[src/rtl/float_adder_pkg.sv]
// Shared state encoding, default geometry and packing helpers for the parametrised float adder.
package float_adder_pkg;

  typedef enum logic [2:0] {
    StIdle,
    StAlign,
    StAdd,
    StNorm,
    StRound,
    StDone
  } state_e;

  localparam int unsigned DefExpW = 4;
  localparam int unsigned DefManW = 3;
  localparam int unsigned DefBias = 7;
  localparam int unsigned DefFw   = 1 + DefExpW + DefManW;
  localparam int unsigned DefDpW  = DefManW + 4;

  // Low end of the aligned datapath: sticky, round, guard, then the mantissa LSB.
  localparam int unsigned StickyPos = 0;
  localparam int unsigned RoundPos  = 1;
  localparam int unsigned GuardPos  = 2;
  localparam int unsigned ManLsbPos = 3;

  function automatic int unsigned all_ones(input int unsigned w);
    return (32'd1 << w) - 32'd1;
  endfunction

  localparam int unsigned DefExpMax = all_ones(DefExpW);

  function automatic logic [63:0] pack(input logic        sign,
                                       input logic [31:0] exp,
                                       input logic [31:0] man,
                                       input int unsigned exp_w,
                                       input int unsigned man_w);
    return ({63'd0, sign} << (exp_w + man_w)) | ({32'd0, exp} << man_w) | {32'd0, man};
  endfunction

endpackage

[src/rtl/float_adder_param_align_shift.sv]
// Combinational alignment shifter: right shift with every bit pushed below bit 0 ORed into
// the sticky bit.
module float_align_shift
  import float_adder_pkg::*;
#(
  parameter int unsigned DP_W = DefDpW,
  parameter int unsigned SH_W = DefExpW
) (
  input  logic [DP_W-1:0] data_i,
  input  logic [SH_W-1:0] shamt_i,
  output logic [DP_W-1:0] data_o
);

  logic [DP_W-1:0] shifted;
  logic            lost;

  always_comb begin
    lost = 1'b0;
    for (int i = 0; i < DP_W; i++) begin
      if (i < int'(shamt_i)) lost = lost | data_i[i];
    end
    shifted = data_i >> shamt_i;
    data_o  = {shifted[DP_W-1:1], shifted[0] | lost};
  end

endmodule

[src/rtl/float_adder_param.sv]
// Handshaked multi-cycle float adder (align, add, iterative normalise, round).
// Define FLOAT_ADDER_PARAM_ROUND_EN for round-to-nearest-even; otherwise the result is truncated.
module float_adder_param
  import float_adder_pkg::*;
#(
  parameter int unsigned EXP_W = DefExpW,
  parameter int unsigned MAN_W = DefManW,
  parameter int unsigned BIAS  = DefBias
) (
  input  logic                 clock,
  input  logic                 reset,
  input  logic [EXP_W+MAN_W:0] a,
  input  logic [EXP_W+MAN_W:0] b,
  input  logic                 in_valid,
  output logic                 in_ready,
  output logic [EXP_W+MAN_W:0] y,
  output logic                 out_valid,
  input  logic                 out_ready,
  output logic                 overflow,
  output logic                 underflow
);

  localparam int unsigned    Fw      = 1 + EXP_W + MAN_W;
  localparam int unsigned    DpW     = MAN_W + 4;
  localparam int unsigned    ExpMaxI = all_ones(EXP_W);
  localparam logic [EXP_W:0] ExpMax  = ExpMaxI[EXP_W:0];
  localparam logic [EXP_W:0] ExpOne  = 1;

  // The datapath never unbiases, so the bias has no hardware.
  logic unused_bias;
  assign unused_bias = ^BIAS;

  state_e         state_q, state_d;
  logic [Fw-1:0]  a_q, a_d, b_q, b_d, y_q, y_d;
  logic           sign_q, sign_d, sub_q, sub_d, ovf_q, ovf_d, unf_q, unf_d;
  logic [EXP_W:0] exp_q, exp_d;
  logic [DpW:0]   man_q, man_d;
  logic [DpW-1:0] sml_q, sml_d;

  logic             a_zero, b_zero, swap, l_zero, s_zero;
  logic [Fw-1:0]    l_op, s_op;
  logic [EXP_W-1:0] l_exp, s_exp, exp_diff;
  logic [DpW-1:0]   s_unaligned, s_aligned;

  always_comb begin
    a_zero = a_q[Fw-2:MAN_W] == '0;
    b_zero = b_q[Fw-2:MAN_W] == '0;
    // Zero and denormal operands compare as magnitude 0.
    swap   = (b_zero ? '0 : b_q[Fw-2:0]) > (a_zero ? '0 : a_q[Fw-2:0]);
    l_op   = swap ? b_q : a_q;
    s_op   = swap ? a_q : b_q;
    l_zero = swap ? b_zero : a_zero;
    s_zero = swap ? a_zero : b_zero;
    l_exp  = l_op[Fw-2:MAN_W];
    s_exp  = s_op[Fw-2:MAN_W];
    exp_diff    = l_exp - s_exp;
    s_unaligned = s_zero ? '0 : {1'b1, s_op[MAN_W-1:0], 3'b000};
  end

  float_align_shift #(
    .DP_W (DpW),
    .SH_W (EXP_W)
  ) u_align_shift (
    .data_i  (s_unaligned),
    .shamt_i (exp_diff),
    .data_o  (s_aligned)
  );

  logic [DpW:0]     sum;
  logic             round_up;
  logic [MAN_W+1:0] rnd;
  logic [EXP_W:0]   exp_rnd;

  always_comb begin
    state_d = state_q;
    a_d     = a_q;
    b_d     = b_q;
    y_d     = y_q;
    sign_d  = sign_q;
    sub_d   = sub_q;
    ovf_d   = ovf_q;
    unf_d   = unf_q;
    exp_d   = exp_q;
    man_d   = man_q;
    sml_d   = sml_q;

    sum = sub_q ? man_q - {1'b0, sml_q} : man_q + {1'b0, sml_q};
`ifdef FLOAT_ADDER_PARAM_ROUND_EN
    round_up = man_q[GuardPos] & (man_q[RoundPos] | man_q[StickyPos] | man_q[ManLsbPos]);
`else
    round_up = 1'b0;
`endif
    rnd     = {1'b0, man_q[DpW-1:ManLsbPos]} + {{(MAN_W+1){1'b0}}, round_up};
    exp_rnd = exp_q + {{EXP_W{1'b0}}, rnd[MAN_W+1]};

    case (state_q)
      StIdle: begin
        if (in_valid) begin
          a_d     = a;
          b_d     = b;
          state_d = StAlign;
        end
      end
      StAlign: begin
        sign_d  = l_op[Fw-1];
        sub_d   = a_q[Fw-1] ^ b_q[Fw-1];
        exp_d   = {1'b0, l_exp};
        man_d   = l_zero ? '0 : {2'b01, l_op[MAN_W-1:0], 3'b000};
        sml_d   = s_aligned;
        state_d = StAdd;
      end
      StAdd: begin
        if (sum == '0) begin
          y_d     = '0;
          ovf_d   = 1'b0;
          unf_d   = 1'b0;
          state_d = StDone;
        end else begin
          man_d   = sum;
          state_d = StNorm;
        end
      end
      StNorm: begin
        if (man_q[DpW]) begin
          man_d   = {1'b0, man_q[DpW:2], |man_q[1:0]};
          exp_d   = exp_q + ExpOne;
          state_d = StRound;
        end else if (man_q[DpW-1]) begin
          state_d = StRound;
        end else if (exp_q[EXP_W:1] == '0) begin
          // Another left shift would take the exponent to the zero encoding.
          y_d     = '0;
          ovf_d   = 1'b0;
          unf_d   = 1'b1;
          state_d = StDone;
        end else begin
          man_d = man_q << 1;
          exp_d = exp_q - ExpOne;
        end
      end
      StRound: begin
        if (exp_rnd > ExpMax) begin
          y_d   = Fw'(pack(sign_q, ExpMaxI, all_ones(MAN_W), EXP_W, MAN_W));
          ovf_d = 1'b1;
        end else begin
          y_d   = Fw'(pack(sign_q, 32'(exp_rnd[EXP_W-1:0]), 32'(rnd[MAN_W-1:0]), EXP_W, MAN_W));
          ovf_d = 1'b0;
        end
        unf_d   = 1'b0;
        state_d = StDone;
      end
      StDone: begin
        if (out_ready) state_d = StIdle;
      end
      default: state_d = StIdle;
    endcase
  end

  always_ff @(posedge clock or negedge reset) begin
    if (!reset) begin
      state_q <= StIdle;
      a_q     <= '0;
      b_q     <= '0;
      y_q     <= '0;
      sign_q  <= 1'b0;
      sub_q   <= 1'b0;
      ovf_q   <= 1'b0;
      unf_q   <= 1'b0;
      exp_q   <= '0;
      man_q   <= '0;
      sml_q   <= '0;
    end else begin
      state_q <= state_d;
      a_q     <= a_d;
      b_q     <= b_d;
      y_q     <= y_d;
      sign_q  <= sign_d;
      sub_q   <= sub_d;
      ovf_q   <= ovf_d;
      unf_q   <= unf_d;
      exp_q   <= exp_d;
      man_q   <= man_d;
      sml_q   <= sml_d;
    end
  end

  assign in_ready  = state_q == StIdle;
  assign out_valid = state_q == StDone;
  assign y         = y_q;
  assign overflow  = ovf_q;
  assign underflow = unf_q;

endmodule

[config.mk]
export PLATFORM = sky130hd
export DESIGN_NAME = float_adder_param
export DESIGN_NICKNAME = d
export VERILOG_FILES = /design/src/rtl/float_adder_pkg.sv /design/src/rtl/float_adder_param_align_shift.sv /design/src/rtl/float_adder_param.sv
export SDC_FILE = /design/constraint.sdc
export NUM_CORES = 1
export LEC_CHECK = 0
export CORE_MARGIN = 10
export CORE_UTILIZATION = 23
export CTS_BUF_LIST = sky130_fd_sc_hd__clkbuf_8 sky130_fd_sc_hd__clkbuf_16
export CTS_CLUSTER_DIAMETER = 100
export DETAILED_ROUTE_END_ITERATION = 16
export DONT_BUFFER_PORTS = 1
export GPL_ROUTABILITY_DRIVEN = 0
export PLACE_DENSITY = 0.32
export SYNTH_ARGS = -nofsm -noshare
export SYNTH_HDL_FRONTEND = slang
export SYNTH_SLANG_ARGS = --single-unit
export TNS_END_PERCENT = 10
[constraint.sdc]
create_clock -name clock -period 9.01 [get_ports clock]
set_input_delay 1.802 -clock clock [delete_from_list [all_inputs] [get_ports clock]]
set_output_delay 1.802 -clock clock [all_outputs]
set_load 0.01 [all_outputs]
Word level (Yosys, flattened, before mapping):

Cells that the tools add are included.

* register bits: 51
* input port bits: 20
* word-level logic and storage cells: 115

* add/subtract/negate cells: 5
* magnitude comparators: 9
* equality and inequality tests: 15
* shift-type cells: 1
* mux-type cells: 48
* bitwise operators: 10
* reductions and logical operators: 15

Operator list (number)
* 8-bit 2-to-1 mux: 8
* 7-bit 2-to-1 mux: 8
* 8-bit case mux with 3 select lines: 2
* 3-bit 2-to-1 mux: 6
* 3-bit case mux with 6 select lines: 1
* 1-bit 2-to-1 mux: 17
* 5-bit 2-to-1 mux: 3
* 4-bit zero test: 3
* 3-bit by 4-bit less-than comparator with 1-bit output (first input constant): 3
* 2-bit != test (second input constant): 6
* 5-bit case mux with 2 select lines: 1
* 8-bit by 7-bit adder with 8-bit output: 1
* 8-bit zero test: 1
* 1-bit by 4-bit less-than comparator with 1-bit output (first input constant): 2
* 2-bit by 4-bit less-than comparator with 1-bit output (first input constant): 2
* 8-bit by 3-bit OR with 8-bit output: 1
* 8-bit by 7-bit OR with 8-bit output: 1
* 8-bit by 7-bit subtractor with 8-bit output: 1
* 7-bit > comparator: 1
* 1-bit OR: 7
* 7-bit by 4-bit >> shifter with 7-bit output: 1
* 3-bit by 2-bit == test with 1-bit output (second input constant): 2
* 3-bit == test (second input constant): 2
* 3-bit != test (second input constant): 2
* other kinds (17): 21

Depth between registers and ports, before layout:

Gate-level depths: netlist of the first run.

* word-level depth: 20
* gate-level depth with buffers: 19
* gate-level depth less buffers: 16

Cells and area by module:

Synthesis of the first run repeated with hierarchy kept, for this count alone.

* cell total of the unflattened synthesis: 399
* area total of the unflattened synthesis: 3663.5 µm²

By module, submodules not included
* float_adder_param: instances 1, cells each 358, area an instance 3355.7 µm², seq. area each 1276.2 µm²
* float_align_shift: instances 1, cells each 41, area an instance 307.8 µm², seq. area each 0.0 µm²

Least setup slack after synthesis of the first run:

Ideal clock, no wire load.

* kind: register to register
* start point: register b_q[4]
* end point: register sml_q[2]
* data arrival time: 3.657 ns
* required time: 8.947 ns
* setup slack: 5.290 ns
* stages on the path, launching flop included: 17
* path buffers: 4
* cells stage by stage: dfrtp_1 -> buf_2 -> or4_1 -> and2_1 -> ha_1 -> nand3b_1 -> a21oi_1 -> o22a_1 -> buf_4 -> clkbuf_1 -> mux2i_1 -> ha_1 -> clkbuf_1 -> nor2_1 -> nand3b_1 -> a311oi_1 -> a21o_2

* word-level cells in the longest chain between the ends: 6

RTL lines
* start: declaration: RTL line float_adder_param.sv:34 `logic [Fw-1:0] a_q, a_d, b_q, b_d, y_q, y_d;`
* start signal: assignment: RTL line float_adder_param.sv:163 `b_q <= '0;`
* start signal: assignment: RTL line float_adder_param.sv:175 `b_q <= b_d;`
* 4-bit zero test: RTL line float_adder_param.sv:47 `b_zero = b_q[Fw-2:MAN_W] == '0;`
* 7-bit 2-to-1 mux: RTL line float_adder_param.sv:49 `swap = (b_zero ? '0 : b_q[Fw-2:0]) > (a_zero ? '0 : a_q[Fw-2:0]);`
* 7-bit > comparator: RTL line float_adder_param.sv:49
* 8-bit 2-to-1 mux (tied with other cells): RTL line float_adder_param.sv:50 `l_op = swap ? b_q : a_q;`
* 4-bit subtractor or 7-bit 2-to-1 mux (tied branches): RTL line float_adder_param.sv:56, float_adder_param.sv:57
* 7-bit by 4-bit >> shifter with 7-bit output *: RTL line float_adder_param_align_shift.sv:22 `shifted = data_i >> shamt_i;`
* end signal: assignment: RTL line float_adder_param.sv:183 `sml_q <= sml_d;`
* end: declaration: RTL line float_adder_param.sv:38 `logic [DpW-1:0] sml_q, sml_d;`

Mark *: on every way between the ends. The rest lies on a longest branch, timed or not.
A chain may end at the register's enable or synchronous reset.

Final worst setup path of the first run:

Same ends and word-level chain as after synthesis.

==> impl_metrics.py, run 1 <==
metrics = {
    "route": {
        "drt_iter0_drc": 245,
        "ant_nets": 0,
        "drtPass1Iterations": 4,
        "wl_per_cell_um": 17.5,
        "drc_errors": 0,
        "routed_wl_mm": 11.0,
        "vias_per_cell": 4.89,
        "vias": 3093,
    },
    "sta": {
        "finalSetupViolations": 0,
        "fin_crit_ps": 4110,
        "max-slew-margin-rel_pct": 58.5,
        "final_hold_viol_count": 0,
        "worst_pin_slew_ps": 619,
        "drv_slew": 0,
        "finalCritPeriodShare_pct": 45.6,
        "tns_ps": 0,
        "setup_ws_ps": 4900,
        "clock_skew_ps": 10.1,
        "rsz0062_at_grt": "no",
        "max_freq_mhz": 244,
    },
    "setup_path": {
        "crit_path_end_kind": "register",
        "r2r_slack_ps": 4900,
        "setup.worst_path.start_class": "register",
        "r2r-start": "b_q[4]",
        "r2r_cells": 14,
        "arrival_ps": 4340,
        "r2r-end": "sml_q[2]",
        "cp.required_ps": 9250,
        "crit_fanout": 16,
        "crit_type": "register to register",
    },
    "logic_synthesis": {
        "ys_ff_latch": 51,
        "synth_edf_count": 0,
        "post_synth_num_cell_types": 64,
        "avgSynthCellArea_um2": 8.76,
        "syn_area_um2": 3770,
        "syn_nets": 472,
        "synth-main-ff-cell": "dfrtp_1",
        "yosysSeqAreaShare_pct": 33.8,
        "async_flop_share_pct": 100,
        "synth_cells": 431,
        "ys_warn_count": 0,
    },
    "cts": {
        "clk_latency_ps": 300,
        "cts_resized": 0,
        "cts_sinks": 51,
        "cts.clk_slew.worst_paths_ps": 70,
        "cts_buffer_depth": 2,
        "cts_root_buf": "clkbuf_16",
        "cts_tree": "done",
        "cts_max_level": 2,
        "postCtsHoldBufs": 0,
        "cts_buffers": 5,
        "post_cts_buffers": 0,
    },
    "die": {
        "die_h_um": 148,
        "ios": 32,
        "row_count": 46,
        "die_area_um2": 21900,
        "start_util_pct": 23.6,
        "dieWidth_um": 148,
        "coreArea_um2": 16000,
    },
    "place": {
        "dpl_worst_slack_ps": 4890,
        "port_buffers": 0,
        "dp_hpwl_mm": 8.36,
    },
    "cells_and_area": {
        "fill_cells": 1783,
        "final_util_pct": 25.8,
        "regArea_um2": 1280,
        "drive_above_1_share_pct": 9.86,
        "num-nets-final": 456,
        "multiInputGateArea_um2": 2310,
        "area_growth_pct": 9.28,
        "n_antenna_cell": 0,
    },
    "global_routing": {
        "antenna_found_initial": 0,
        "grt-ovfl-total": 0,
        "grt_pass1_vias": 3096,
        "met3_usage_pct": 2.46,
        "busiest_layer": "met2",
        "grt_use_met2_pct": 16.3,
        "grtUsageTotal_pct": 10.1,
        "grt_max_degree": 52,
        "grt_pass1_wl_mm": 17.9,
        "met1_usage_pct": 13.3,
    },
    "flow_run": {
        "max_cap_violations": 0,
    },
    "hold_path": {
        "worstHoldPathCells": 2,
        "hp-start": "sign_q",
        "worstHoldPathType": "register to register",
        "whs_endpoint": "sign_q",
    },
    "outcome": {
        "outcome": "finished clean",
    },
}
## layer usage
| layer | routed length (um) | vias to the layer above | share of wire, % |
|---|---|---|---|
| met3 | 530 | 7 | 4.8 |
| met4 | 80 | 0 | 0.73 |
| met5 | 0 | - | 0 |
| met1 | 5330 | 1492 | 48 |
| met2 | 5080 | 53 | 46 |
| li1 | - | 1541 | - |
## synthesized netlist by cell type, types with 5 or more instances
master	number	area share, %
ha_1	19	6.3
nor2b_1	6	0.99
nand2b_1	6	0.99
o2bb2ai_1	7	1.6
dfrtp_1	51	34
xnor2_1	16	3.7
mux2_2	17	5.1
nor2_1	42	4.2
a31oi_1	7	1.2
o211ai_1	5	0.99
clkbuf_1	17	1.7
nand2_1	45	4.5
buf_2	5	0.66
inv_1	21	2.1
nor3_1	10	1.3
o21ai_0	32	4.2
a21oi_1	21	2.8
mux2i_1	8	2.1
## worst max-delay path by stage
stage	start	to	slack, ps
6_report	b_q[4]	sml_q[2]	4900
5_1_grt	b_q[4]	sml_q[2]	4470
4_1_cts	b_q[4]	sml_q[2]	4880
3_5_place_dp	b_q[4]	sml_q[2]	4890
3_3_place_gp	b_q[4]	sml_q[2]	5000
2_1_floorplan	b_q[4]	sml_q[2]	5290
## cells in the final DEF, fill, tap and decap left out, types with 5 or more instances in the layout
cell type,synthesis,layout
dfrtp_1,51,51
nor2_1,42,42
nand2_1,45,45
o211ai_1,5,5
nand2b_1,6,6
o2bb2ai_1,7,7
a21oi_1,21,21
clkbuf_16,0,5
a31oi_1,7,7
ha_1,19,19
nor3_1,10,10
nor2b_1,6,6
o21ai_0,32,32
mux2i_1,8,8
mux2_2,17,17
xnor2_1,16,16
inv_1,21,21
## critical path, cell delays in order, from the launching register on
cell	delay [ps]
dfrtp_1	490
or4_1	620
and2_1	210
ha_1	330
nand3b_1	110
a21oi_1	230
o22a_1	560
mux2i_1	160
ha_1	200
inv_1	60
o211ai_1	90
xnor2_1	430
nand3b_1	130
a311oi_1	300
a21o_2	130
## area by class of cell
cell class | instances | share of cell area [%]
tap | 216 | 6.55
inverter | 21 | 1.91
clock inverter | 3 | 1.06
clock buffer | 5 | 3.03
multi-input combinational | 333 | 56.0
sequential | 51 | 30.9
timing repair buffer | 3 | 0.546
## sequential cells by signal, summed over array words and instances, names as in the netlist
register,count
state_q,3
exp_q,5
man_q,8
sign_q,1
y,8
underflow,1
b_q,8
sml_q,7
a_q,8
overflow,1
sub_q,1
## cell families (layout without fill, tap and decap cells)
group / Yosys count / after routing / share of synthesized area [%]
and+or+nand+nor: 141 / 141 / 17.8
adders and majority gates: 21 / 21 / 7.36
DFF: 51 / 51 / 33.8
buffers and inverters: 47 / 32 / 5.04
AOI/OAI and AO/OA: 127 / 127 / 24.0
muxes: 25 / 25 / 7.19
xor gates and xnor gates: 19 / 19 / 4.77
## through the flow
| step | hold slack, ps | cells | area (um2) |
|---|---|---|---|
| 6_report | 511 | 632 | 4130 |
| 5_1_grt | 520 | 632 | 4130 |
| 4_1_cts | 511 | 632 | 4130 |
| 3_5_place_dp | 493 | 624 | 3960 |
| 3_3_place_gp | 476 | 624 | 3960 |
| 2_1_floorplan | 450 | 431 | 3770 |
Power of run 1 is not shown: default switching activity piles up to over one toggle a cycle in this logic, so the estimate is an artifact.
==> inputs of run 2 (changes only) <==
Clock period 9.01 ns to 4.1 ns, I/O delays scaled along.
==> run 2 against run 1 <==
  * Clock skew is 3.7 ps lower
  * Non-clock buffer count rose by 3
  * Register-to-register slack lost 4500 ps
==> impl_metrics.py, run 2 (synthesis gave the netlist of run 1 again) <==
metrics = {
    "outcome": {
        "outcome": "finished clean",
    },
    "setup_path": {
        "crit_path_end_kind": "register",
        "r2r_slack_ps": 380,
        "setup.worst_path.start_class": "register",
        "cp.required_ps": 4350,
        "r2r_cells": 14,
        "crit_path_top_delay_cell": "or4_1",
        "path_cells": "or4_1, and2_1, ha_1, a21oi_1, a21oi_1, o22a_1, mux2i_1, ha_1, inv_1, o211ai_1, xnor2_1, nand3b_1, a311oi_1, a21o_2",
        "crit_type": "register to register",
        "arrival_ps": 3970,
        "slowest_delay_ps": 610,
        "crit_fanout": 11,
    },
    "cells_and_area": {
        "num-nets-final": 459,
        "drive_above_1_share_pct": 10.5,
        "final_util_pct": 25.9,
        "multiInputGateArea_um2": 2310,
        "regArea_um2": 1280,
        "final_cell_mix": "dfrtp_1 (51), nand2_1 (45), nor2_1 (42)",
        "fill_cells": 1815,
        "layout_commonest_cell": "dfrtp_1",
        "area_growth_pct": 9.98,
        "n_antenna_cell": 0,
        "stdcell_count": 635,
    },
    "sta": {
        "tns_ps": 0,
        "max_freq_mhz": 269,
        "rsz0062_at_grt": "no",
        "clock_skew_ps": 6.37,
        "drv_slew": 0,
        "fin_crit_ps": 3720,
        "finalSetupViolations": 0,
        "max-slew-margin-rel_pct": 36.2,
        "finalCritPeriodShare_pct": 90.8,
        "worst_pin_slew_ps": 957,
        "final_hold_viol_count": 0,
    },
    "global_routing": {
        "antenna_found_initial": 0,
        "grt_pass1_wl_mm": 18.4,
        "grtUsageTotal_pct": 10.5,
        "grt_max_degree": 52,
        "grt-ovfl-total": 0,
        "grt_pass1_vias": 3156,
    },
    "route": {
        "drtPass1Iterations": 4,
        "vias": 3127,
        "vias_per_cell": 4.92,
        "drc_errors": 0,
        "ant_nets": 0,
        "wl_per_cell_um": 17.4,
        "drt_iter0_drc": 167,
        "routed_wl_mm": 11.0,
    },
    "place": {
        "dp.cells": 627,
        "port_buffers": 0,
        "dp_hpwl_mm": 8.47,
    },
    "cts": {
        "clk_latency_ps": 310,
        "cts_buffer_depth": 2,
        "cts.clk_slew.worst_paths_ps": 80,
        "postCtsHoldBufs": 0,
        "cts_root_buf": "clkbuf_16",
        "cts_buffers": 5,
        "cts_tree": "done",
        "cts_sinks": 51,
        "cts_max_level": 2,
        "cts_resized": 0,
        "post_cts_buffers": 0,
    },
    "die": {
        "start_util_pct": 23.6,
        "die_area_um2": 21900,
        "dieWidth_um": 148,
        "ios": 32,
        "row_count": 46,
        "coreArea_um2": 16000,
        "die_h_um": 148,
    },
    "hold_path": {
        "worstHoldPathType": "input pin to asynchronous set/reset pin",
    },
    "flow_run": {
        "max_cap_violations": 0,
    },
}
## run 2: cell types whose count changed in the layout (fill, tap and decap cells not counted), sizes merged
cell	delta
buf	+3
inv	+1
clkinv	-1
## run 2: cell type report
class / count / share of cell area, %
Clock buffer: 5 / 3.01
Tap cell: 216 / 6.51
Sequential cell: 51 / 30.7
Clock inverter: 3 / 1.15
Inverter: 21 / 1.90
Multi-Input combinational cell: 333 / 55.6
Timing Repair Buffer: 6 / 1.08
## run 2: per-layer routing
metal  global-route usage, %  part of all wire (%)
met5                       0                     0
met4                    2.68                   1.1
met3                    2.58                   4.5
met2                    16.8                    47
met1                    13.9                    47
## run 2: metrics by stage
stage | worst slack, ps | cell area (um2) | hold slack (ps)
detailed placement | 403 | 3980 | 489
CTS | 378 | 4150 | 190
finish | 378 | 4150 | 198
global route | 13.6 | 4150 | 184
floorplan | 380 | 3770 | 450
global placement | 469 | 3980 | 479
## run 2: critical path: cells and delay by family (launching register included)
kind | cells | cell delay (ps)
AOI/OAI and AO/OA | 6 | 1090
and+or+nand+nor | 3 | 950
adders and majority gates | 2 | 550
DFF | 1 | 500
xor gates and xnor gates | 1 | 410
muxes | 1 | 140
buffers and inverters | 1 | 50
## run 2: worst paths after layout
| path | startpoint | end |
|---|---|---|
| worst max register to register | b_q[4] | sml_q[2] |
| worst max-delay path | b_q[4] | sml_q[2] |
| worst min register to register | sign_q | sign_q |
| min in group clock | sign_q | sign_q |
| max in group asynchronous | reset | a_q[2] |
| worst min-delay path | reset | y[1] |
Power of run 2 is left out for the same reason.
